`src/rtl/imm_extend_stage.sv`:
```
// ID/EX immediate generator: extends a 16-bit immediate to a 32-bit operand and
// registers it behind a valid/ready handshake with a one-entry skid buffer.
module imm_extend_stage #(
  parameter int IMM_W  = 16,
  parameter int DATA_W = 32,
  parameter int TAG_W  = 5,
  parameter int CNT_W  = 16
) (
  input  logic              clock,
  input  logic              reset,
  input  logic              flush,
  input  logic              in_valid,
  output logic              in_ready,
  input  logic [IMM_W-1:0]  in_imm,
  input  logic [1:0]        in_mode,
  input  logic [TAG_W-1:0]  in_tag,
  output logic              out_valid,
  input  logic              out_ready,
  output logic [DATA_W-1:0] out_data,
  output logic [TAG_W-1:0]  out_tag,
  output logic [CNT_W-1:0]  xfer_count
);

  typedef struct packed {
    logic [DATA_W-1:0] data;
    logic [TAG_W-1:0]  tag;
  } ent_t;

  localparam logic [1:0] M_SEXT = 2'b00, M_ZEXT = 2'b01, M_UPPER = 2'b10, M_BR = 2'b11;

  ent_t             w_in_ent, r_out, r_skid;
  logic [DATA_W-1:0] w_ext;
  logic             r_out_valid, r_skid_valid, r_in_ready;
  logic [CNT_W-1:0] r_xfer_count;
  logic             w_accept, w_fire, w_out_load, w_skid_valid_nxt;

  always_comb begin
    w_ext = '0;
    case (in_mode)
      M_SEXT:  w_ext = {{(DATA_W-IMM_W){in_imm[IMM_W-1]}}, in_imm};
      M_ZEXT:  w_ext = {{(DATA_W-IMM_W){1'b0}}, in_imm};
      M_UPPER: w_ext = {in_imm, {(DATA_W-IMM_W){1'b0}}};
      M_BR:    w_ext = {{(DATA_W-IMM_W-2){in_imm[IMM_W-1]}}, in_imm, 2'b00};
      default: w_ext = '0;
    endcase
  end

  assign w_in_ent   = '{data: w_ext, tag: in_tag};
  assign w_accept   = in_valid & r_in_ready;
  assign w_fire     = r_out_valid & out_ready;
  assign w_out_load = !r_out_valid | out_ready;

  // Skid fills only when the output is stalled; it empties whenever the output reloads.
  always_comb begin
    w_skid_valid_nxt = r_skid_valid;
    if (flush)                        w_skid_valid_nxt = 1'b0;
    else if (w_out_load)              w_skid_valid_nxt = 1'b0;
    else if (w_accept)                w_skid_valid_nxt = 1'b1;
  end

  always_ff @(posedge clock or posedge reset) begin
    if (reset) begin
      r_out        <= '0;
      r_skid       <= '0;
      r_out_valid  <= 1'b0;
      r_skid_valid <= 1'b0;
      r_in_ready   <= 1'b1;
      r_xfer_count <= '0;
    end else begin
      r_xfer_count <= r_xfer_count + CNT_W'(w_fire);
      r_skid_valid <= w_skid_valid_nxt;
      r_in_ready   <= !w_skid_valid_nxt;
      if (flush) begin
        r_out_valid <= 1'b0;
      end else if (w_out_load) begin
        if (r_skid_valid) begin
          r_out       <= r_skid;
          r_out_valid <= 1'b1;
        end else if (w_accept) begin
          r_out       <= w_in_ent;
          r_out_valid <= 1'b1;
        end else begin
          r_out_valid <= 1'b0;
        end
      end else if (w_accept) begin
        r_skid <= w_in_ent;
      end
    end
  end

  assign in_ready   = r_in_ready;
  assign out_valid  = r_out_valid;
  assign out_data   = r_out.data;
  assign out_tag    = r_out.tag;
  assign xfer_count = r_xfer_count;

endmodule

```
`config.mk`:
```
export PLATFORM = sky130hd
export DESIGN_NAME = imm_extend_stage
export DESIGN_NICKNAME = d
export VERILOG_FILES = /design/src/rtl/imm_extend_stage.sv
export SDC_FILE = /design/constraint.sdc
export NUM_CORES = 1
export LEC_CHECK = 0
export BUFFER_PORTS_ARGS = -buffer_cell sky130_fd_sc_hd__clkbuf_2
export CAP_MARGIN = 20
export CORE_UTILIZATION = 45
export CTS_CLUSTER_DIAMETER = 150
export DETAILED_ROUTE_END_ITERATION = 8
export PLACE_DENSITY_LB_ADDON = 0.3
export SLEW_MARGIN = 20
export SYNTH_ARGS = -nofsm -noshare
export SYNTH_HDL_FRONTEND = slang
export SYNTH_SLANG_ARGS = --single-unit
```
`constraint.sdc`:
```
create_clock -name clock -period 5.4 [get_ports clock]
set_clock_uncertainty 0.2 [all_clocks]
set_input_delay 0.27 -clock clock [delete_from_list [all_inputs] [get_ports clock]]
set_output_delay 0.27 -clock clock [all_outputs]
set_load 0.05 [all_outputs]
```
==> results.py <==
metrics = {
    "setup_path": {
        "end_kind": "register",
        "rr_endpoint": "out_data[1]$_DFFE_PP0P_",
        "regToRegStartpoint": "out_valid$_DFFE_PP0P_",
        "path_class": "reg -> reg",
        "critPathLaunchType": "register",
        "r2r_setup_slack_ns": 2.70,
        "worstPathCellList": "nor2b_4 > or3_1 > buf_4 > o21ai_0",
        "required_ns": 5.44,
        "reg2reg_depth": 4,
        "crit_fanout": 32,
        "max_stage_delay_ns": 0.73,
        "arrival_ns": 2.74,
        "critPathSlowestCell": "or3_1",
    },
    "pwr": {
        "powerDensity_nw_per_um2": 370.4,
        "peakVddDrop_mv": 0.1889,
        "p_leak_nw": 2.545,
    },
    "floorplan": {
        "die-area_sq_um": 10950,
        "core_area_sq_um": 10280,
        "std_cell_rows": 37,
        "start_util": 0.4613,
        "io_pins": 83,
        "dieHeight_um": 104.6,
        "fp.dieW_um": 104.6,
    },
    "sta": {
        "rsz0062_at_grt": "no",
        "maxSlewViolCount": 0,
        "layout_min_cycle_time_ns": 2.704,
        "fin_crit_sh": 0.5007,
        "setup_tns_ns": 0,
        "max_freq_mhz": 369.8,
        "finalHoldViolations": 0,
        "worst_pin_slew_ns": 0.9986,
        "slew_headroom": 0.3312,
        "hold_ws_ns": 0.08595,
        "setup-violations-final": 0,
    },
    "cells_and_area": {
        "synthToLayoutAreaGrowth_pct": 14.33,
        "num-fill-cells": 948,
        "antenna_cells": 0,
        "nets": 512,
        "fin_area_sq_um": 5420,
        "final_layout_size_suffix_gt1_frac": 0.3128,
    },
    "min_path": {
        "min_to": "out_valid$_DFFE_PP0P_",
        "hold_class": "in -> reg",
        "min_path_cells": 3,
        "worst_hold_startpoint": "out_ready",
    },
    "detailed_routing": {
        "drc": 0,
        "wl_per_cell_um": 18.14,
        "vias_per_cell": 5.846,
        "drtAntennaViolNets": 0,
        "drt_first_pass_iters": 4,
        "vias": 3636,
        "drt-initial-drc-count": 163,
        "drt_wl_total_mm": 11.29,
    },
    "place": {
        "portBuffers": 82,
        "dpl.hpwl_mm": 7.334,
        "place_area_sq_um": 5152,
        "place_congestion": 0.7987,
    },
    "clock_tree": {
        "cts_setup_buffers": 0,
        "clock_latency_ns": 0.36,
        "cts_root_buf": "clkbuf_8",
        "clk_pin_slew_ns": 0.10,
        "htreeDepth": 3,
        "clk_path_buf_depth": 2,
        "cts_buffers": 9,
        "cts_tree": "yes",
        "cts.sinks": 93,
    },
    "synth": {
        "avgSynthCellArea_sq_um": 11.42,
        "ys_async_sr_fraction": 1.000,
        "ys_ff_latch": 93,
        "yosysWarningCount": 0,
        "synthCells": 415,
        "ys_seq_area_frac": 0.4912,
        "synthTopCellsByArea": "dfrtp_1 49%, mux2_2 10%, a22o_1 5.2%, o31ai_1 4.9%, mux2i_1 3.8%",
        "ys_types": 36,
        "synth_nets": 446,
        "synth_ff_type": "dfrtp_1",
        "synth_area_sq_um": 4741,
        "yosysTopAreaCell": "dfrtp_1",
        "synth-edff-count": 0,
        "yosysTopAreaCellShare": 0.4856,
    },
    "global_route": {
        "grt_pass1_vias": 3648,
        "grt_start_max_net_pins": 51,
        "grt_use_total": 0.2149,
        "antenna_found_initial": 0,
        "grt_pass1_wl_mm": 18.72,
        "grt-ovfl-total": 0,
    },
    "outcome": {
        "status": "finished, final reports clean",
    },
    "run": {
        "cap_violations": 0,
    },
}
## registers in the layout, indices dropped and copies added, names as in the netlist
register,cells
r_skid,37
out_tag,5
xfer_count,16
in_ready,1
out_valid,1
out_data,32
r_skid_valid,1
## kinds of logic (layout without fill, tap and decap cells)
family / Yosys count / after routing / synth area share
XOR/XNOR: 14 / 14 / 0.02586
AND/OR/NAND/NOR: 54 / 54 / 0.06809
buffers and inverters: 61 / 132 / 0.06282
multiplexers: 65 / 65 / 0.1496
AO/OA/AOI/OAI: 125 / 125 / 0.1945
adder cells (fa/ha/maj): 3 / 3 / 0.007919
flip-flops: 93 / 93 / 0.4912
## power by group
group          switching, W  internal, W  leakage [nW]
Sequential        0.0000921     0.000833          1.18
Combinational      0.000409     0.000184          1.26
Clock              0.000259     0.000231         0.107
## synth_stat cells, drive strengths merged, types with 3 or more instances
cell and n:
nor4 4, a22o 28, xor2 10, nand3 8, a21oi 3, ha 3
nor2 4, nor2b 19, nor3 5, dfrtp 92, buf 20, o31ai 31
a2111oi 15, mux2 47, inv 21, a221oi 13, nand2 6, mux2i 18
xnor2 4, o21ai 32, clkbuf 19, nand4 3
## critical path: cells and delay by family, from the launching register on
kind                   cells  cell delay [ns]
and+or+nand+nor            2             1.44
buffers and inverters      1             0.38
AOI/OAI and AO/OA          1             0.14
DFF                        1             0.43
## worst max-delay path by stage
stage / slack (ns) / to / start
floorplan: 2.51 / out_data[0]$_DFFE_PP0P_ / reset
global placement: 2.74 / out_data[1]$_DFFE_PP0P_ / out_valid$_DFFE_PP0P_
detailed placement: 2.67 / out_data[1]$_DFFE_PP0P_ / out_valid$_DFFE_PP0P_
CTS: 2.69 / out_data[1]$_DFFE_PP0P_ / out_valid$_DFFE_PP0P_
global route: 2.53 / out_data[12]$_DFFE_PP0P_ / out_valid$_DFFE_PP0P_
finish: 2.70 / out_data[1]$_DFFE_PP0P_ / out_valid$_DFFE_PP0P_
## layer usage
metal | vias to the layer above | share of wire | GRT usage
met1 | 1830 | 0.46 | 0.2981
met4 | 0 | 0.020 | 0.08451
met5 | - | 0 | 0
met2 | 110 | 0.48 | 0.3382
met3 | 19 | 0.047 | 0.03369
li1 | 1677 | - | -
## area by class of cell
cell class	count	area [sq um]	share of cell area
clock buffer	10	137.6	0.02539
clock inverter	6	70.07	0.01293
inverter	22	83.83	0.01547
multi-input combinational	261	2115	0.3901
sequential	93	2328	0.4296
tap	136	170.2	0.03139
timing repair buffer	94	515.5	0.09511
## placed cells by master (no fill, tap or decap), types with 5 or more instances in the layout
cell type      Yosys  layout
nor2b_1           18      18
o31ai_1           31      31
clkbuf_8           0      10
mux2i_1           18      18
nand2_1            6       6
dfrtp_1           92      92
clkbuf_2           0      82
inv_1             21      20
a221oi_1          13      13
mux2_1             5       5
nand3_1            8       8
xor2_1            10      10
buf_4              1       6
a2111oi_0         15      15
o21ai_0           32      32
mux2_2            42      42
a22o_1            28      28
dlygate4sd3_1      0       6
## metrics by stage
stage / total power [W] / cells / worst slack, ns / util
finish: 0.002008 / 622 / 2.696 / 0.5274
global route: 0.002105 / 622 / 2.528 / 0.5274
CTS: 0.002021 / 622 / 2.687 / 0.5274
detailed placement: 0.001529 / 600 / 2.666 / 0.5013
global placement: 0.001512 / 600 / 2.740 / 0.5013
floorplan: 0.001375 / 415 / 2.511 / -
## what timing repair did
| item | in CTS | in global routing |
|---|---|---|
| resized for setup | 0 | 0 |
| hold buffers | 6 | 0 |
| hold endpoints to repair | 48 | 0 |
Power figures use the tool's default switching activity.
